[src/rtl/downsample_top_processor.sv]
// -----------------------------------------------------------------------------
// downsample_top_processor
//
// Receives an IMG_W x IMG_W 8-bit grayscale image over UART (8N1, LSB first),
// reduces it 2:1 in both axes and streams the (IMG_W/2)^2 result bytes back
// over UART.  Contains the UART receiver, UART transmitter, image RAM, result
// RAM and the phase-control FSM.
//
// Build option:
//   DOWNSAMPLE_AVG_EN  defined   -> output = rounded mean of the 2x2 block
//                      undefined -> output = top-left pixel of the 2x2 block
//
// Ports:
//   clock            system clock, rising edge
//   rst_n            synchronous active-low reset
//   data_from_pc     from IDLE, high starts image reception
//   start_process    in RX_DONE, high starts down-sampling
//   start_transmit   in PROC_DONE, high starts result transmission
//   rx               UART serial input (idle high)
//   rd_clr           clears rd_rx
//   rd_rx            sticky "byte received" flag
//   tx               UART serial output (idle high)
//   tx_busy          transmitter shifting a frame
//   LEDR[7:0]        last byte received
//   endImagereceived high in RX_DONE and later states
//   endProcess       high in PROC_DONE and later states
//   data_to_pc       high in TX_DONE
//   g1, g2, g3       RECEIVE / PROCESS / TRANSMIT phase lamps
//   s00..s03         FSM state code bits 0..3
//   clk              heartbeat, toggles every clock
//   s0               high while FSM is IDLE
// -----------------------------------------------------------------------------
module downsample_top_processor #(
  parameter int CLKS_PER_BIT = 16,
  parameter int IMG_W        = 8
) (
  input  logic       clock,
  input  logic       rst_n,
  input  logic       data_from_pc,
  input  logic       start_process,
  input  logic       start_transmit,
  input  logic       rx,
  input  logic       rd_clr,
  output logic       rd_rx,
  output logic       tx,
  output logic       tx_busy,
  output logic [7:0] LEDR,
  output logic       endImagereceived,
  output logic       endProcess,
  output logic       data_to_pc,
  output logic       g1,
  output logic       g2,
  output logic       g3,
  output logic       s00,
  output logic       s01,
  output logic       s02,
  output logic       s03,
  output logic       clk,
  output logic       s0
);

  localparam int NPIX = IMG_W * IMG_W;
  localparam int NOUT = NPIX / 4;
  localparam int AW   = $clog2(NPIX);
  localparam int OW   = $clog2(NOUT);
  localparam int HW   = IMG_W / 2;
  localparam int CW   = $clog2(HW);
  localparam int CNTW = $clog2(CLKS_PER_BIT + 1);

  localparam logic [AW-1:0]   LAST_PIX = AW'(NPIX - 1);
  localparam logic [AW-1:0]   ONE_A    = {{(AW-1){1'b0}}, 1'b1};
  localparam logic [OW:0]     NOUT_T   = (OW+1)'(NOUT);
  localparam logic [OW:0]     ONE_T    = {{OW{1'b0}}, 1'b1};
  localparam logic [CNTW-1:0] LAST_CNT = CNTW'(CLKS_PER_BIT - 1);
  localparam logic [CNTW-1:0] HALF_CNT = CNTW'(CLKS_PER_BIT / 2 - 1);
  localparam logic [CNTW-1:0] ONE_C    = {{(CNTW-1){1'b0}}, 1'b1};

  // Control FSM codes (visible on s00..s03)
  localparam logic [3:0] ST_IDLE      = 4'd0;
  localparam logic [3:0] ST_RECEIVE   = 4'd1;
  localparam logic [3:0] ST_RX_DONE   = 4'd2;
  localparam logic [3:0] ST_PROCESS   = 4'd3;
  localparam logic [3:0] ST_PROC_DONE = 4'd4;
  localparam logic [3:0] ST_TRANSMIT  = 4'd5;
  localparam logic [3:0] ST_TX_DONE   = 4'd6;

  // UART receiver states
  localparam logic [1:0] RX_IDLE  = 2'd0;
  localparam logic [1:0] RX_START = 2'd1;
  localparam logic [1:0] RX_DATA  = 2'd2;
  localparam logic [1:0] RX_STOP  = 2'd3;

`ifdef DOWNSAMPLE_AVG_EN
  // Rounded mean of four pixels; a 10-bit sum of four bytes cannot overflow.
  function automatic logic [7:0] round_avg4(input logic [9:0] sum);
    logic [9:0] rounded;
    rounded = sum + 10'd2;
    return rounded[9:2];
  endfunction
`endif

  logic [3:0]      state;
  logic [AW-1:0]   pix_addr;
  logic [AW-1:0]   proc_cnt;
  logic [OW:0]     tx_sent;
  logic [7:0]      img_mem [NPIX];
  logic [7:0]      res_mem [NOUT];

  logic            rx_q1, rx_q2, rx_q3;
  logic [1:0]      rx_state;
  logic [CNTW-1:0] rx_cnt;
  logic [2:0]      rx_bit;
  logic [7:0]      rx_shift;
  logic            rx_valid;
  logic [7:0]      rx_byte;

  logic [CNTW-1:0] tx_cnt;
  logic [3:0]      tx_bit;
  logic [8:0]      tx_shift;
  logic            tx_go;
  logic [7:0]      tx_data;

  logic [AW-1:0]   rd_addr;
  logic [7:0]      pixel;
  logic [7:0]      res_value;
`ifdef DOWNSAMPLE_AVG_EN
  logic [9:0]      acc;
`else
  logic [7:0]      acc;
`endif

  // Double-flop the asynchronous serial input; rx_q3 is the previous sample
  // used for falling-edge detection.
  always_ff @(posedge clock) begin
    if (!rst_n) begin
      rx_q1 <= 1'b1;
      rx_q2 <= 1'b1;
      rx_q3 <= 1'b1;
    end else begin
      rx_q1 <= rx;
      rx_q2 <= rx_q1;
      rx_q3 <= rx_q2;
    end
  end

  // UART receiver: start validated at mid-bit, data and stop sampled mid-bit.
  // rx_valid pulses for one cycle with rx_byte only when the stop bit is 1.
  always_ff @(posedge clock) begin
    if (!rst_n) begin
      rx_state <= RX_IDLE;
      rx_cnt   <= '0;
      rx_bit   <= 3'd0;
      rx_shift <= 8'h00;
      rx_valid <= 1'b0;
      rx_byte  <= 8'h00;
    end else begin
      rx_valid <= 1'b0;
      case (rx_state)
        RX_IDLE: begin
          rx_cnt <= '0;
          rx_bit <= 3'd0;
          if (rx_q3 && !rx_q2) begin
            rx_state <= RX_START;
          end else begin
            rx_state <= RX_IDLE;
          end
        end
        RX_START: begin
          if (rx_cnt == HALF_CNT) begin
            rx_cnt   <= '0;
            rx_state <= rx_q2 ? RX_IDLE : RX_DATA;
          end else begin
            rx_cnt <= rx_cnt + ONE_C;
          end
        end
        RX_DATA: begin
          if (rx_cnt == LAST_CNT) begin
            rx_cnt   <= '0;
            rx_shift <= {rx_q2, rx_shift[7:1]};
            if (rx_bit == 3'd7) begin
              rx_state <= RX_STOP;
            end else begin
              rx_bit <= rx_bit + 3'd1;
            end
          end else begin
            rx_cnt <= rx_cnt + ONE_C;
          end
        end
        RX_STOP: begin
          if (rx_cnt == LAST_CNT) begin
            rx_cnt   <= '0;
            rx_state <= RX_IDLE;
            if (rx_q2) begin
              rx_valid <= 1'b1;
              rx_byte  <= rx_shift;
            end else begin
              rx_valid <= 1'b0;
            end
          end else begin
            rx_cnt <= rx_cnt + ONE_C;
          end
        end
        default: rx_state <= RX_IDLE;
      endcase
    end
  end

  // Received-byte display and sticky flag; a new byte beats a clear.
  always_ff @(posedge clock) begin
    if (!rst_n) begin
      LEDR  <= 8'h00;
      rd_rx <= 1'b0;
    end else if (rx_valid) begin
      LEDR  <= rx_byte;
      rd_rx <= 1'b1;
    end else if (rd_clr) begin
      rd_rx <= 1'b0;
    end else begin
      rd_rx <= rd_rx;
    end
  end

  // Block read address for the current down-sampling step: proc_cnt holds
  // {out_row, out_col, dy, dx}, so the pixel is ((2r+dy), (2c+dx)).
  always_comb begin
    rd_addr = {proc_cnt[AW-1:AW-CW], proc_cnt[1], proc_cnt[CW+1:2], proc_cnt[0]};
    pixel   = img_mem[rd_addr];
    tx_data = res_mem[tx_sent[OW-1:0]];
    tx_go   = 1'b0;
    if (state == ST_TRANSMIT && !tx_busy && tx_sent != NOUT_T) begin
      tx_go = 1'b1;
    end else begin
      tx_go = 1'b0;
    end
`ifdef DOWNSAMPLE_AVG_EN
    res_value = round_avg4(acc + {2'b00, pixel});
`else
    res_value = acc;
`endif
  end

  // UART transmitter: start bit, 8 data bits, stop bit, CLKS_PER_BIT each.
  // tx_busy drops in the cycle after the last stop-bit cycle.
  always_ff @(posedge clock) begin
    if (!rst_n) begin
      tx       <= 1'b1;
      tx_busy  <= 1'b0;
      tx_cnt   <= '0;
      tx_bit   <= 4'd0;
      tx_shift <= 9'h1FF;
    end else if (!tx_busy) begin
      tx <= 1'b1;
      if (tx_go) begin
        tx_busy  <= 1'b1;
        tx       <= 1'b0;
        tx_shift <= {1'b1, tx_data};
        tx_cnt   <= '0;
        tx_bit   <= 4'd0;
      end else begin
        tx_busy <= 1'b0;
      end
    end else if (tx_cnt == LAST_CNT) begin
      tx_cnt <= '0;
      if (tx_bit == 4'd9) begin
        tx_busy <= 1'b0;
        tx      <= 1'b1;
      end else begin
        tx       <= tx_shift[0];
        tx_shift <= {1'b1, tx_shift[8:1]};
        tx_bit   <= tx_bit + 4'd1;
      end
    end else begin
      tx_cnt <= tx_cnt + ONE_C;
    end
  end

  // Phase-control FSM with pixel, process and transmit counters.
  always_ff @(posedge clock) begin
    if (!rst_n) begin
      state    <= ST_IDLE;
      pix_addr <= '0;
      proc_cnt <= '0;
      tx_sent  <= '0;
      acc      <= '0;
    end else begin
      case (state)
        ST_IDLE: begin
          if (data_from_pc) begin
            state    <= ST_RECEIVE;
            pix_addr <= '0;
          end else begin
            state <= ST_IDLE;
          end
        end
        ST_RECEIVE: begin
          if (rx_valid) begin
            pix_addr <= pix_addr + ONE_A;
            if (pix_addr == LAST_PIX) begin
              state <= ST_RX_DONE;
            end else begin
              state <= ST_RECEIVE;
            end
          end else begin
            state <= ST_RECEIVE;
          end
        end
        ST_RX_DONE: begin
          if (start_process) begin
            state    <= ST_PROCESS;
            proc_cnt <= '0;
          end else begin
            state <= ST_RX_DONE;
          end
        end
        ST_PROCESS: begin
          proc_cnt <= proc_cnt + ONE_A;
`ifdef DOWNSAMPLE_AVG_EN
          acc <= (proc_cnt[1:0] == 2'b00) ? {2'b00, pixel} : acc + {2'b00, pixel};
`else
          // Only the first (top-left) read of each block is kept.
          if (proc_cnt[1:0] == 2'b00) begin
            acc <= pixel;
          end else begin
            acc <= acc;
          end
`endif
          if (proc_cnt == LAST_PIX) begin
            state <= ST_PROC_DONE;
          end else begin
            state <= ST_PROCESS;
          end
        end
        ST_PROC_DONE: begin
          if (start_transmit) begin
            state   <= ST_TRANSMIT;
            tx_sent <= '0;
          end else begin
            state <= ST_PROC_DONE;
          end
        end
        ST_TRANSMIT: begin
          if (tx_go) begin
            tx_sent <= tx_sent + ONE_T;
          end else if (tx_sent == NOUT_T && !tx_busy) begin
            state <= ST_TX_DONE;
          end else begin
            state <= ST_TRANSMIT;
          end
        end
        ST_TX_DONE: begin
          if (!data_from_pc && !start_process && !start_transmit) begin
            state <= ST_IDLE;
          end else begin
            state <= ST_TX_DONE;
          end
        end
        default: state <= ST_IDLE;
      endcase
    end
  end

  // Image and result RAMs; contents survive reset.
  always_ff @(posedge clock) begin
    if (rst_n && state == ST_RECEIVE && rx_valid) begin
      img_mem[pix_addr] <= rx_byte;
    end
    if (rst_n && state == ST_PROCESS && proc_cnt[1:0] == 2'b11) begin
      res_mem[proc_cnt[AW-1:2]] <= res_value;
    end
  end

  // Registered status, phase lamps, state code and heartbeat.
  always_ff @(posedge clock) begin
    if (!rst_n) begin
      endImagereceived <= 1'b0;
      endProcess       <= 1'b0;
      data_to_pc       <= 1'b0;
      g1               <= 1'b0;
      g2               <= 1'b0;
      g3               <= 1'b0;
      s00              <= 1'b0;
      s01              <= 1'b0;
      s02              <= 1'b0;
      s03              <= 1'b0;
      s0               <= 1'b1;
      clk              <= 1'b0;
    end else begin
      endImagereceived <= (state >= ST_RX_DONE);
      endProcess       <= (state >= ST_PROC_DONE);
      data_to_pc       <= (state == ST_TX_DONE);
      g1               <= (state == ST_RECEIVE);
      g2               <= (state == ST_PROCESS);
      g3               <= (state == ST_TRANSMIT);
      s00              <= state[0];
      s01              <= state[1];
      s02              <= state[2];
      s03              <= state[3];
      s0               <= (state == ST_IDLE);
      clk              <= ~clk;
    end
  end

endmodule

[config.mk]
export PLATFORM = sky130hd
export DESIGN_NAME = downsample_top_processor
export DESIGN_NICKNAME = d
export VERILOG_FILES = /design/src/rtl/downsample_top_processor.sv
export SDC_FILE = /design/constraint.sdc
export NUM_CORES = 1
export LEC_CHECK = 0
export CORE_MARGIN = 2
export CORE_UTILIZATION = 50
export CTS_CLUSTER_DIAMETER = 120
export DETAILED_ROUTE_END_ITERATION = 10
export GPL_TIMING_DRIVEN = 0
export HOLD_SLACK_MARGIN = 0.03
export PLACE_DENSITY = 0.68
export SYNTH_ARGS = -nofsm -noshare
export SYNTH_HDL_FRONTEND = slang
export SYNTH_SLANG_ARGS = --single-unit
[constraint.sdc]
create_clock -name clock -period 2.45 [get_ports clock]
set_clock_uncertainty 0.1 [all_clocks]
set_input_delay 0.245 -clock clock [delete_from_list [all_inputs] [get_ports clock]]
set_output_delay 0.245 -clock clock [all_outputs]
set_load 0.02 [all_outputs]
==> summary.txt <==
Status
  – Status: finished with violations
  – Failing checks: setup timing

Synth
  – Synth Register Bits: 741
  – Async S/R FF share, synth: 0
  – Cells after synthesis: roughly 1700
  – EDFF count, synth: between 600 and 700
  – Synthesis Warnings: 0
  – Netlist Area Pre-Place: just under 0.03 sq mm
  – Top_reg_cell synth: edfxtp_1
  – Syn_area_per_cell: 17.10 sq um
  – Post-Syn Nets: 1726
  – Seq/Total Area, Yosys: 0.7282
  – Netlist cell types: 61

Place
  – Routability cong.: between 0.8 and 0.9
  – Port Buffer Count: 28
  – Dpl cell area: 0.03059 sq mm
  – Hpwl dp: 45910 um

Worst setup path
  – CP arrival: 2.83 ns
  – RR Startpoint: proc_cnt[2]
  – Critical path capture point: acc[4]
  – Cell depth of the worst setup path: 9
  – Worst r2r path cells: 9
  – Endpoint class of the critical path: flip-flop
  – CP max-delay cell: a221oi_1
  – CP startpoint kind: flip-flop
  – R2R Path End: acc[4]
  – WP data required: approximately 2.8 ns
  – Worst-path maximum fanout: 10
  – Most frequent CP cell: buf_12
  – Critical path buffers and inverters: 4
  – Crit path cell chain: buf_12, buf_12, nor2b_1, clkbuf_4, buf_6, a221oi_1, o221ai_2, a32oi_2, a31oi_1
  – Flop-to-flop setup slack: -0.002 ns
  – Critical path's top delay family: compound AO/OA/AOI/OAI gates
  – Crit path kind: reg -> reg
  – Critical Path Source: proc_cnt[2]
  – CP max stage delay: between 0.4 and 0.5 ns

STA
  – Rel. slew slack: 0.3559
  – Fmax: 407.8 MHz
  – Final setup viols: 2
  – Hold_ws: about 0.1 ns
  – Worst-margin pin slew: 0.9662 ns
  – Part of the cycle the worst path needs: 1.001
  – Pins Over Slew Limit: 0
  – Setup slack after layout: -0.002355 ns
  – Tmin final: 2.452 ns
  – RSZ-0062 raised after global routing: yes
  – Final Hold Vio Count: 0

Job
  – Max-cap viol count: 0

Clocking
  – CTS Root Cell: clkbuf_16
  – CTS buffer count: 74
  – CTS clk-pin slew, worst paths: 0.06 ns
  – Bufs on Longest Clock Path: 3
  – Hold-fix buffers at CTS: 0
  – Clock sinks: 741
  – CTS tree: yes
  – H-Tree Depth: 3
  – Clock latency on the worst-skew pair: 0.62 ns

Die
  – Die X: 245.5 um
  – Initial Util: 0.5056
  – Core box area: 0.05770 sq mm
  – Die area: 0.06029 sq mm
  – Ports: 30
  – Die Y: 245.5 um
  – Row cnt: 88

Finish
  – Finished Cell Area: 0.03465 sq mm
  – Layout cells sized above 1: 0.2689
  – Most frequent cells in the layout: 640 x edfxtp_1, 91 x dfxtp_1, 87 x mux2i_1
  – Antenna fix cells: 0
  – Most common cell after layout, fill and taps aside: edfxtp_1
  – Area grow syn2layout: 18.81%
  – Final nets: between 1500 and 2000

Global route
  – Global-route usage over all layers: 0.2341
  – Number of global-route vias before repair: 16037
  – GR Overflow Total: 0
  – Initial antenna violation count: 0
  – First-pass GRT wire length: 103500 um
  – Largest net degree at the start of global routing: 51

Pwr
  – Sequential power share: 0.548
  – Internal power: 19.96 mW
  – Power density over the cells: 710.9 mW/mm^2
  – Max VDD drop: 0.5740 mV
  – Logic pwr share: 0.004
  – Clock power share: 0.448
  – Leakage: 11.13 nW
  – Fraction of power spent switching nets: 0.1898
  – Sw Pwr: 4.675 mW

Detailed routing
  – Initial DRC Count: 1904
  – First-pass iteration count of the detailed router: 6
  – Drt total wl: 70970 um
  – DR vias: ~16000
  – Routed vias/inst: 6.147
  – DRT antenna net count: 0
  – DR WL/cell: 26.70 um
  – DRC violations left: 0

Worst hold path
  – Hold/Removal Path Class: in -> reg
  – Hold depth: 2
==> cell families (layout without fill, tap and decap cells) <==
group / count (synthesis) / after routing / share of synthesized area
mux: 234 / 234 / 0.1279
other cells: 1 / 1 / 0.0001286
xor+xnor: 12 / 12 / 0.003603
buf+inv: 123 / 310 / 0.02342
flops: 741 / 741 / 0.7282
fa+ha+maj: 13 / 13 / 0.005577
compound gates: 237 / 237 / 0.05795
simple gates: 345 / 345 / 0.05319
==> layout make-up <==
type,count,area (sq um)
sequential,741,21250
timing repair buffer,66,914.6
clock inverter,34,287.8
tap,765,957.2
fill,4092,23040
clock buffer,95,2054
inverter,15,56.30
buffer,100,848.3
multi-input combinational,842,8283
==> how the worst min path moves through the flow <==
stage / start / to
finish: rx / rx_q1
floorplan: rx / rx_q1
detailed placement: rx_q1 / rx_q2
CTS: rx / rx_q1
global placement: rx_q1 / rx_q2
global route: rx / rx_q1
==> registers in the layout (all words and copies together) (netlist names), 4 cells and up, named ones only <==
| name | count |
|---|---|
| tx_shift | 8 |
| proc_cnt | 6 |
| rx_cnt | 5 |
| tx_bit | 4 |
| acc | 8 |
| rx_byte | 8 |
| rx_shift | 8 |
| tx_sent | 5 |
| img_mem | 512 |
| tx_cnt | 5 |
| pix_addr | 6 |
| LEDR | 8 |
| res_mem | 128 |
==> routing by layer <==
| metal | track usage | part of all wire | wire, um |
|---|---|---|---|
| met1 | 0.3199 | 0.39 | 27980 |
| met2 | 0.3703 | 0.48 | 33790 |
| met3 | 0.04802 | 0.090 | 6358 |
| met4 | 0.09323 | 0.040 | 2835 |
| met5 | 0 | 0 | 0 |
==> Yosys cell counts (6+ instances only) <==
master    instances  share of area
a211o_1           7         0.0021
mux2i_1          96          0.033
a21oi_1          43         0.0074
mux4_1           21          0.019
nand2_1          90          0.012
xor2_1            7         0.0021
dfxtp_1         101          0.069
a31oi_1          20         0.0043
nand3b_1          6         0.0015
buf_2            22         0.0038
o221ai_1         16         0.0048
nand2b_1         15         0.0032
mux2_2           37          0.014
o31a_1           15         0.0045
inv_1            14         0.0018
and2_1            8         0.0017
a221oi_1         48          0.014
o22ai_1          19         0.0041
buf_4            18         0.0046
buf_1             9         0.0012
nand3_1          30         0.0051
o21ai_0          34         0.0058
clkbuf_1         47         0.0060
nand4_1           8         0.0017
nor3_1            8         0.0014
mux4_2           80          0.062
ha_1             13         0.0056
nor2b_1          11         0.0024
edfxtp_1        640           0.66
a32oi_1           9         0.0027
nor2_1          144          0.019
==> repair_timing <==
action / in CTS / in global routing
resized for setup: 270 / 78
buffers inserted: 14 / 16
pin swaps: 16 / 20
setup endpoints to repair: 657 / 580
==> through the flow <==
step           setup TNS (ns)  cells  utilization  setup slack (ns)  total power, mW
6_report            -0.002930   2658       0.6006         -0.002355            24.64
5_1_grt               -0.6178   2658       0.6006          -0.05576            25.23
4_1_cts                -3.451   2647       0.5902          -0.09035            24.75
3_5_place_dp          -555.21   2507       0.5302            -1.494            13.88
3_3_place_gp          -609.12   2499       0.5271            -1.452            13.87
2_1_floorplan               0   1706            -           0.08420            13.83
==> power by group through the flow <==
| stage | registers (mW) | logic, mW | clock network (mW) |
|---|---|---|---|
| after floorplan | 13.8 | 0.0464 | 0 |
| after global placement | 13.8 | 0.0937 | 0 |
| after detailed placement | 13.8 | 0.0943 | 0 |
| after CTS | 13.5 | 0.0956 | 11.1 |
| after global routing | 13.5 | 0.104 | 11.6 |
| final | 13.5 | 0.0968 | 11.0 |
==> worst reg2reg max path, delay by kind of cell (launching register included) <==
kind            cells  cell delay (ns)
flops               1             0.33
buf+inv             4             0.72
compound gates      4             1.03
simple gates        1             0.14
Note: power is estimated with default switching activity, not from simulation.
